$ cat config.mk
export PLATFORM = sky130hd
export DESIGN_NAME = raster_scheduler
export DESIGN_NICKNAME = d
export VERILOG_FILES = /design/src/rtl/raster_scheduler.sv
export SDC_FILE = /design/constraint.sdc
export NUM_CORES = 1
export LEC_CHECK = 0
export BUFFER_PORTS_ARGS = -buffer_cell sky130_fd_sc_hd__buf_2
export CORE_MARGIN = 2
export CORE_UTILIZATION = 50
export CTS_BUF_LIST = sky130_fd_sc_hd__clkbuf_4
export DETAILED_ROUTE_END_ITERATION = 10
export PLACE_DENSITY_LB_ADDON = 0.1
export SYNTH_ARGS = -nofsm -noshare
export SYNTH_HDL_FRONTEND = slang
export SYNTH_SLANG_ARGS = --single-unit
$ cat constraint.sdc
create_clock -name clk -period 9.1 [get_ports clk]
set_input_delay 0.91 -clock clk [delete_from_list [all_inputs] [get_ports clk]]
set_output_delay 0.91 -clock clk [all_outputs]
set_load 0.02 [all_outputs]
$ cat src/rtl/raster_scheduler.sv
// raster_scheduler
//   Frame-level sequencer for the rasterizer. Buffers triangle descriptors in
//   a small FIFO, clears the back framebuffer and z-buffer at frame start,
//   launches the rasterizer once per queued triangle, and flips the display
//   buffer when the frame is complete. Owns the framebuffer / z-buffer write
//   ports and muxes them between the clear engine and the rasterizer.
//
//   Optional feature: define RASTER_SCHED_STATS_EN to build the per-frame
//   triangle and cycle counters; otherwise stat_tris/stat_cycles are tied to 0.
//
// Ports
//   clk, rst                  clock, synchronous active-low reset
//   frame_start, frame_end    frame control pulses
//   bg_color                  clear color, sampled when frame_start is accepted
//   tri_valid/tri_ready       descriptor push handshake, tri_desc payload
//   rast_desc, rast_start     descriptor + launch pulse to the rasterizer
//   rast_done                 rasterizer completion pulse
//   rast_fb_*/rast_zb_*       rasterizer memory requests (passed through in WAIT)
//   fb_we/fb_addr/fb_din      back-framebuffer write port
//   zb_we/zb_addr/zb_din      z-buffer write/read-address port
//   display_buf               front buffer index
//   busy, frame_done          status
//   stat_tris, stat_cycles    statistics
module raster_scheduler #(
  parameter int unsigned DEPTH  = 4,
  parameter int unsigned NPIX   = 76800,
  parameter logic [7:0]  ZCLEAR = 8'hFF
) (
  input  logic         clk,
  input  logic         rst,
  input  logic         frame_start,
  input  logic         frame_end,
  input  logic [7:0]   bg_color,
  input  logic         tri_valid,
  output logic         tri_ready,
  input  logic [235:0] tri_desc,
  output logic [235:0] rast_desc,
  output logic         rast_start,
  input  logic         rast_done,
  input  logic         rast_fb_we,
  input  logic [16:0]  rast_fb_addr,
  input  logic [7:0]   rast_fb_din,
  input  logic         rast_zb_we,
  input  logic [16:0]  rast_zb_addr,
  input  logic [7:0]   rast_zb_din,
  output logic         fb_we,
  output logic [16:0]  fb_addr,
  output logic [7:0]   fb_din,
  output logic         zb_we,
  output logic [16:0]  zb_addr,
  output logic [7:0]   zb_din,
  output logic         display_buf,
  output logic         busy,
  output logic         frame_done,
  output logic [15:0]  stat_tris,
  output logic [31:0]  stat_cycles
);

  localparam int unsigned AW       = $clog2(DEPTH);
  localparam logic [AW:0] FULL_CNT = (AW+1)'(DEPTH);
  localparam logic [16:0] LAST_PIX = 17'(NPIX - 1);

  typedef enum logic [2:0] {
    S_IDLE,
    S_CLEAR,
    S_FETCH,
    S_LAUNCH,
    S_WAIT,
    S_FLIP
  } state_t;

  state_t        r_state, w_next;

  logic [235:0]  r_mem [DEPTH];
  logic [AW-1:0] r_wr_ptr, r_rd_ptr;
  logic [AW:0]   r_count;
  logic          w_full, w_empty, w_push, w_pop, w_accept;

  logic [16:0]   r_clr_cnt;
  logic [7:0]    r_bg;
  logic          r_end_seen;
  logic          r_disp;
  logic          r_frame_done;
  logic [235:0]  r_rast_desc;

  // Last driven address/data, held on the ports while neither source owns them
  logic [16:0]   r_fb_addr, r_zb_addr;
  logic [7:0]    r_fb_din, r_zb_din;

  logic          w_fb_we, w_zb_we;
  logic [16:0]   w_fb_addr, w_zb_addr;
  logic [7:0]    w_fb_din, w_zb_din;

  assign w_full   = (r_count == FULL_CNT);
  assign w_empty  = (r_count == '0);
  assign w_push   = tri_valid & ~w_full;
  assign w_pop    = (r_state == S_FETCH) & ~w_empty;
  assign w_accept = (r_state == S_IDLE) & frame_start;

  // Next state
  always_comb begin
    w_next = r_state;
    unique case (r_state)
      S_IDLE:   if (frame_start) w_next = S_CLEAR;
      S_CLEAR:  if (r_clr_cnt == LAST_PIX) w_next = S_FETCH;
      S_FETCH: begin
        if (!w_empty)        w_next = S_LAUNCH;
        else if (r_end_seen) w_next = S_FLIP;
      end
      S_LAUNCH: w_next = S_WAIT;
      S_WAIT:   if (rast_done) w_next = S_FETCH;
      S_FLIP:   w_next = S_IDLE;
      default:  w_next = S_IDLE;
    endcase
  end

  // Memory port mux: combinational so rasterizer accesses see no extra latency
  always_comb begin
    w_fb_we   = 1'b0;
    w_zb_we   = 1'b0;
    w_fb_addr = r_fb_addr;
    w_fb_din  = r_fb_din;
    w_zb_addr = r_zb_addr;
    w_zb_din  = r_zb_din;
    unique case (r_state)
      S_CLEAR: begin
        w_fb_we   = 1'b1;
        w_zb_we   = 1'b1;
        w_fb_addr = r_clr_cnt;
        w_zb_addr = r_clr_cnt;
        w_fb_din  = r_bg;
        w_zb_din  = ZCLEAR;
      end
      S_WAIT: begin
        w_fb_we   = rast_fb_we;
        w_fb_addr = rast_fb_addr;
        w_fb_din  = rast_fb_din;
        w_zb_we   = rast_zb_we;
        w_zb_addr = rast_zb_addr;
        w_zb_din  = rast_zb_din;
      end
      default: ;
    endcase
  end

  // Descriptor storage; pointers carry the reset so no reset is needed here
  always_ff @(posedge clk) begin
    if (w_push) r_mem[r_wr_ptr] <= tri_desc;
  end

  always_ff @(posedge clk) begin
    if (!rst) begin
      r_state      <= S_IDLE;
      r_wr_ptr     <= '0;
      r_rd_ptr     <= '0;
      r_count      <= '0;
      r_clr_cnt    <= '0;
      r_bg         <= '0;
      r_end_seen   <= 1'b0;
      r_disp       <= 1'b0;
      r_frame_done <= 1'b0;
      r_rast_desc  <= '0;
      r_fb_addr    <= '0;
      r_fb_din     <= '0;
      r_zb_addr    <= '0;
      r_zb_din     <= '0;
    end else begin
      r_state <= w_next;

      if (w_push) r_wr_ptr <= r_wr_ptr + 1'b1;
      if (w_pop) begin
        r_rd_ptr    <= r_rd_ptr + 1'b1;
        r_rast_desc <= r_mem[r_rd_ptr];
      end
      unique case ({w_push, w_pop})
        2'b10:   r_count <= r_count + 1'b1;
        2'b01:   r_count <= r_count - 1'b1;
        default: ;
      endcase

      if (w_accept) begin
        r_bg      <= bg_color;
        r_clr_cnt <= '0;
      end else if (r_state == S_CLEAR) begin
        r_clr_cnt <= r_clr_cnt + 1'b1;
      end

      // frame_end arriving together with an accepted frame_start still counts
      if (r_state == S_FLIP)
        r_end_seen <= 1'b0;
      else if (frame_end && (r_state != S_IDLE || frame_start))
        r_end_seen <= 1'b1;

      if (r_state == S_FLIP) r_disp <= ~r_disp;
      r_frame_done <= (r_state == S_FLIP);

      r_fb_addr <= w_fb_addr;
      r_fb_din  <= w_fb_din;
      r_zb_addr <= w_zb_addr;
      r_zb_din  <= w_zb_din;
    end
  end

`ifdef RASTER_SCHED_STATS_EN
  logic [15:0] r_stat_tris;
  logic [31:0] r_stat_cycles;

  always_ff @(posedge clk) begin
    if (!rst) begin
      r_stat_tris   <= '0;
      r_stat_cycles <= '0;
    end else begin
      if (w_accept)
        r_stat_tris <= '0;
      else if (r_state == S_LAUNCH && r_stat_tris != '1)
        r_stat_tris <= r_stat_tris + 1'b1;

      // Acceptance cycle counts as the first; counting stops after FLIP
      if (w_accept)
        r_stat_cycles <= 32'd1;
      else if (r_state != S_IDLE)
        r_stat_cycles <= r_stat_cycles + 1'b1;
    end
  end

  assign stat_tris   = r_stat_tris;
  assign stat_cycles = r_stat_cycles;
`else
  assign stat_tris   = '0;
  assign stat_cycles = '0;
`endif

  assign tri_ready   = ~w_full;
  assign rast_desc   = r_rast_desc;
  assign rast_start  = (r_state == S_LAUNCH);
  assign fb_we       = w_fb_we;
  assign fb_addr     = w_fb_addr;
  assign fb_din      = w_fb_din;
  assign zb_we       = w_zb_we;
  assign zb_addr     = w_zb_addr;
  assign zb_din      = w_zb_din;
  assign display_buf = r_disp;
  assign busy        = (r_state != S_IDLE);
  assign frame_done  = r_frame_done;

endmodule
; Yosys cells after proc, flatten, opt, wreduce, memory -nomap -nowiden
; Memory sizes are Yosys's and may differ from the RTL's. A register that Yosys moved wholly into a read port is not among the register bits.
; Cells that the tools add are included.
[word_totals]
mem_count = 1
out_inout_bits = 341
elab_cells = 64
regBits = 88
mem_bits_rw = 944
[memory_table]
columns = memory, depth, word_bits, rd, rd_clocked_by_memory_dff, wr, line_no
row1 = r_mem, 4, 236, 1, 1, 1, 74  ; logic [235:0] r_mem [DEPTH];
[op_classes]
muxes = 15
eq_ne = 13
n_bitwise = 7
reduce_logical = 10
addsub = 5
[ops]
columns = cell, count
row1 = $pmux 17 s2, 2
row2 = $pmux 8 s2, 2
row3 = $add 17x1->17 const B, 1
row4 = $eq 17x17->1 const B, 1
row5 = $mux 3, 5
row6 = $pmux 3 s5, 1
row7 = $eq 3x3->1 const B, 3
row8 = $eq 3x2->1 const B, 2
row9 = $logic_not 3->1, 2
row10 = $ne 2x2->1 const B, 3
row11 = $pmux 3 s2, 1
row12 = $add 2x1->2 const B, 2
row13 = $not 1->1, 4
row14 = $pmux 1 s2, 2
row15 = $reduce_and 4->1, 1
row16 = $reduce_or 2->1, 2
row17 = $add 3x1->3 const B, 1
row18 = $and 1x1->1, 3
row19 = $eq 3x1->1 const B, 1
row20 = $ne 3x3->1 const B, 1
row21 = $reduce_bool 3->1, 1
row22 = $sub 3x1->3 const B, 1
row23 = $eq 2x1->1 const B, 1
row24 = $eq 2x2->1 const B, 1
row25 = 5 further kinds, 6

; Logic depth before layout (Yosys ltp)
[logic_depth]
depth_word = 5
ltp_mapped = 12
mapped_depth_nobuf = 9

; Worst setup path after synthesis
; Ideal clock, no wire load.
[synth_timing]
path_kind = input to register
start = input port tri_valid
end = memory r_mem[2][0], enable pin
setup_slack_ns = 2.131
arrival_time_ns = 6.340
required_time_ns = 8.472
path_buffers = 0
cell_stages = 1
setup_time_ns = 0.628
path_cell_list = and3_1
[synth_via]
elab_chain_cells = 3
[synth_lines]
columns = item, line_no
row1 = "start, declared", 34  ; input logic tri_valid,
row2 = $and 1x1->1, 96  ; assign w_push = tri_valid & ~w_full;
row3 = $mux 1, 148  ; if (w_push) r_mem[r_wr_ptr] <= tri_desc;
row4 = $mux 1 (not written as such), 148
row5 = "end, declared", 74
; No other way between the ends.

; Worst setup path after layout
[layout_timing]
start = register r_state[1]
end = output port zb_din[7]
[layout_via]
elab_chain_cells = 2
word_cells_on_any_way = 3
classes_between = eq/ne (2) / mux (1)
[layout_lines]
columns = item, line_no
row1 = "start, declared", 72  ; state_t r_state, w_next;
row2 = "start signal, assigned", 168  ; r_state <= w_next;
row3 = $eq 3x3->1 / $eq 3x1->1 (equally long branches), 125  ; unique case (r_state)
row4 = $pmux 8 s2 *, 125
row5 = "end, declared", 51  ; output logic [7:0] zb_din,
; Every way passes the cells marked *; elsewhere a longest branch is shown, timed or not.

==> impl_summary.log <==
[metrics] wire length of the first global-routing pass: 168,000 µm
[metrics] share of the clock period used by the worst path: 50.2%
[metrics] portion of the post-synthesis area used by sequential elements: 74.6%
[metrics] maximum fanout count along the critical path: 27
[metrics] RSZ-0062 raised after global routing: false
[metrics] worst path arrival time: 3.66 ns
[metrics] clock buffer count from CTS: 341
[metrics] Post-route DRC: 0
[metrics] number of detailed-route iterations in the first pass: 6
[metrics] final core area utilization: 62.2%
[metrics] slew at the pin closest to its max-slew limit: 1.24 ns
[metrics] Worst setup EP type: primary output
[metrics] CTS clk-pin slew, worst paths: 0.06 ns
[metrics] highest attainable clock frequency: 0.219 GHz
[metrics] number of instances in the synthesized netlist: 2,732
[metrics] number of clock sinks seen by CTS: 1,268
[metrics] critical path data required time: 8.19 ns
[metrics] prevailing post-synth register cell: edfxtp_1
[metrics] clock latency on the worst-skew pair: 1.18 ns
[metrics] detailed route wirelength on metal2: 58,500 µm
[metrics] y dimension of the die: 310 µm
[metrics] worst setup skew after layout: 0.0888 ns
[metrics] synthesis-to-finish area growth: 23.8%
[metrics] number of pins exceeding their max-slew limit in the final report: 0
[metrics] share of cells above drive strength 1: 35.0%
[metrics] biggest cell delay along the critical path: 0.89 ns
[metrics] Warnings, synthesis: 0
[metrics] number of ports placed on the die boundary: 643
[metrics] Iteration-0 DRC Markers: 1,752
[metrics] CP Cell Sequence: or3b_1, nand2_1, o22a_1, buf_2
[metrics] highest routed metal layer: met5
[metrics] aggregate negative setup slack: 0 ns
[metrics] root buf cell: clkbuf_4
[metrics] area post-placement: 50,700 µm²
[metrics] die footprint: 95,900 µm²
[metrics] drt wl/cell: 21.0 µm
[metrics] Detail Placement HPWL: 62,800 µm
[metrics] post-route antenna net violation count: 0
[metrics] post-synthesis area per instance: 17.1 µm²
[metrics] Slew HR: 17.4%
[metrics] crit start category: flip-flop
[metrics] Hold Path Class: input port to flip-flop
[metrics] number of input and output port buffers inserted: 594
[metrics] routed wl met3: 7600 µm
[metrics] synthesis-stage register bit count: 1,268
[metrics] library cell contributing the largest single delay on the critical path: or3b_1
[metrics] Initial Utilization: 50.3%
[metrics] met1 wire length: 43,100 µm
[metrics] routability-driven placement congestion ratio: 0.749
[metrics] leakage power summed over all cells: 20.7 nW
[metrics] Pwr Total: 13.0 mW
[metrics] number of library cell types mapped by synthesis: 41
[metrics] x dimension of the die: 310 µm
[metrics] total power per unit cell area: 224 nW/µm²
[metrics] number of H-tree levels: 5
[metrics] status: finished clean
[metrics] Cell Rows: 112
[metrics] gr usage total: 23.3%
[metrics] Post-Syn Area: 46,700 µm²
[metrics] DR vias: 27,779
[metrics] footprint of the flip-flops and latches: 34,800 µm²
[metrics] number of enable flip-flop cells after synthesis: 944
[metrics] global-route congestion overflow total: 0
[metrics] Max Root-Sink Buffers: 4
[metrics] TritonCTS clock tree: built
[metrics] setup slack of the most critical reg-to-reg path: 5.80 ns
[metrics] Filler Cells Inserted: 7,055
[metrics] final layout net count: 4,109
[metrics] Final Hold Violating Endpoints: 0
[metrics] final instance area: 57,800 µm²
[metrics] startpoint-to-endpoint class of the critical path: flip-flop to primary output
[metrics] number of setup violations in the final report: 0
[metrics] maximum vdd ir drop: 137 µV
[metrics] number of antenna violations at the first check in global routing: 28
[metrics] Resized cells post-CTS: 0
[metrics] area of the multi-input gates: 11,000 µm²
[metrics] via count of the first global-routing pass: 29,238
[metrics] wire length reported by the detailed router: 112,000 µm
[metrics] reported max-cap violation count: 0
[metrics] maximum number of pins on one net before global-route repair: 142
[metrics] final critical-path required period: 4.57 ns
[metrics] core region area: 92,900 µm²
[metrics] WHS: 0.148 ns
[metrics] async set-reset flop share out of synthesis: 0%
[metrics] via density per instance: 5.21
==> metrics by stage <==
step           std cells  setup WS, ns
6_report            5335          4.53
5_1_grt             5332          4.26
3_3_place_gp        4445          5.75
4_1_cts             5311          4.48
2_1_floorplan       2779          2.13
3_5_place_dp        4445          5.72
==> power breakdown <==
| group | switching [mW] | internal [mW] |
|---|---|---|
| clock | 2.21 | 2.74 |
| combinational | 0.810 | 0.533 |
| sequential | 0.111 | 6.56 |
| total | 3.13 | 9.84 |
==> final timing paths <==
check                  startpoint             to  cells past startpoint
hold reg to reg      rast_desc[0]   rast_desc[0]                      2
setup / recovery       r_state[1]      zb_din[7]                      4
setup reg to reg       r_count[2]  rast_desc[28]                      6
hold / removal    rast_zb_addr[8]   r_zb_addr[8]                      3
==> cell usage after synthesis (13+ instances only) <==
master	n	area share [%]
buf_2	25	0.27
buf_4	48	0.77
xnor2_1	13	0.24
and2_1	72	0.96
edfxtp_1	944	61
clkbuf_1	126	1.0
dfxtp_1	324	14
nand3_1	16	0.17
inv_1	13	0.10
a221o_1	34	0.73
a21boi_0	246	4.0
nand2_1	520	4.2
nor2_1	19	0.15
mux4_2	236	11
==> timing repair <==
item,4_1_cts,5_1_grt
endpoints found under the hold margin,974,0
buffers inserted,0,0
hold buffers,266,0
==> kinds of logic after synthesis <==
family / synth area share [%]
flops: 74.6
simple gates: 6.08
compound gates: 5.21
mux: 11.4
buf+inv: 2.22
xor+xnor: 0.300
fa+ha+maj: 0.204
other cells: 0.00803
==> sequential cells by signal, indices dropped and copies added (netlist names), 2 cells and up <==
name / flops
r_mem: 944
r_fb_addr: 17
r_zb_din: 8
r_zb_addr: 17
r_wr_ptr: 2
r_rd_ptr: 2
rast_desc: 236
r_state: 3
r_count: 3
r_bg: 8
r_fb_din: 8
r_clr_cnt: 17
==> critical path: cells and delay by family, from the launching register on <==
kind | cells | cell delay, ns
AO/OA/AOI/OAI | 1 | 0.34
buffers and inverters | 1 | 0.17
flip-flops | 1 | 0.60
AND/OR/NAND/NOR | 2 | 1.42
==> metal layers <==
layer | global-route usage, % | up-vias
met5 | 0 | -
met4 | 8.52 | 22
met3 | 7.67 | 191
met2 | 40.7 | 862
met1 | 26.8 | 14021
li1 | - | 12683
==> layout by cell type, fill, tap and decap left out, drive strengths merged, types with 2 or more instances in the layout <==
cell type	n
a21boi	246
a21oi	9
a221o	34
a22oi	8
and2	72
and3	6
buf	619
bufinv	3
clkbuf	536
clkinv	52
clkinvlp	2
conb	48
dfxtp	324
diode	24
dlygate4sd3	266
edfxtp	944
ha	6
inv	20
mux4	236
nand2	520
nand2b	2
nand3	16
nand4	5
nor2	19
nor3	4
nor3b	2
nor4	3
o2111ai	2
o21ai	5
o22a	7
o31ai	4
or3	6
or3b	3
or4	7
xnor2	13
xor2	3
==> cell type report <==
cell class,instances,share of cell area [%]
Antenna cell,24,0.104
Clock buffer,536,6.96
Clock inverter,64,0.567
Inverter,13,0.0974
Multi-Input combinational cell,1291,19.1
Sequential cell,1268,60.3
Tap cell,1254,2.71
Timing Repair Buffer,885,10.2
Note: power is estimated with default switching activity, not from simulation.
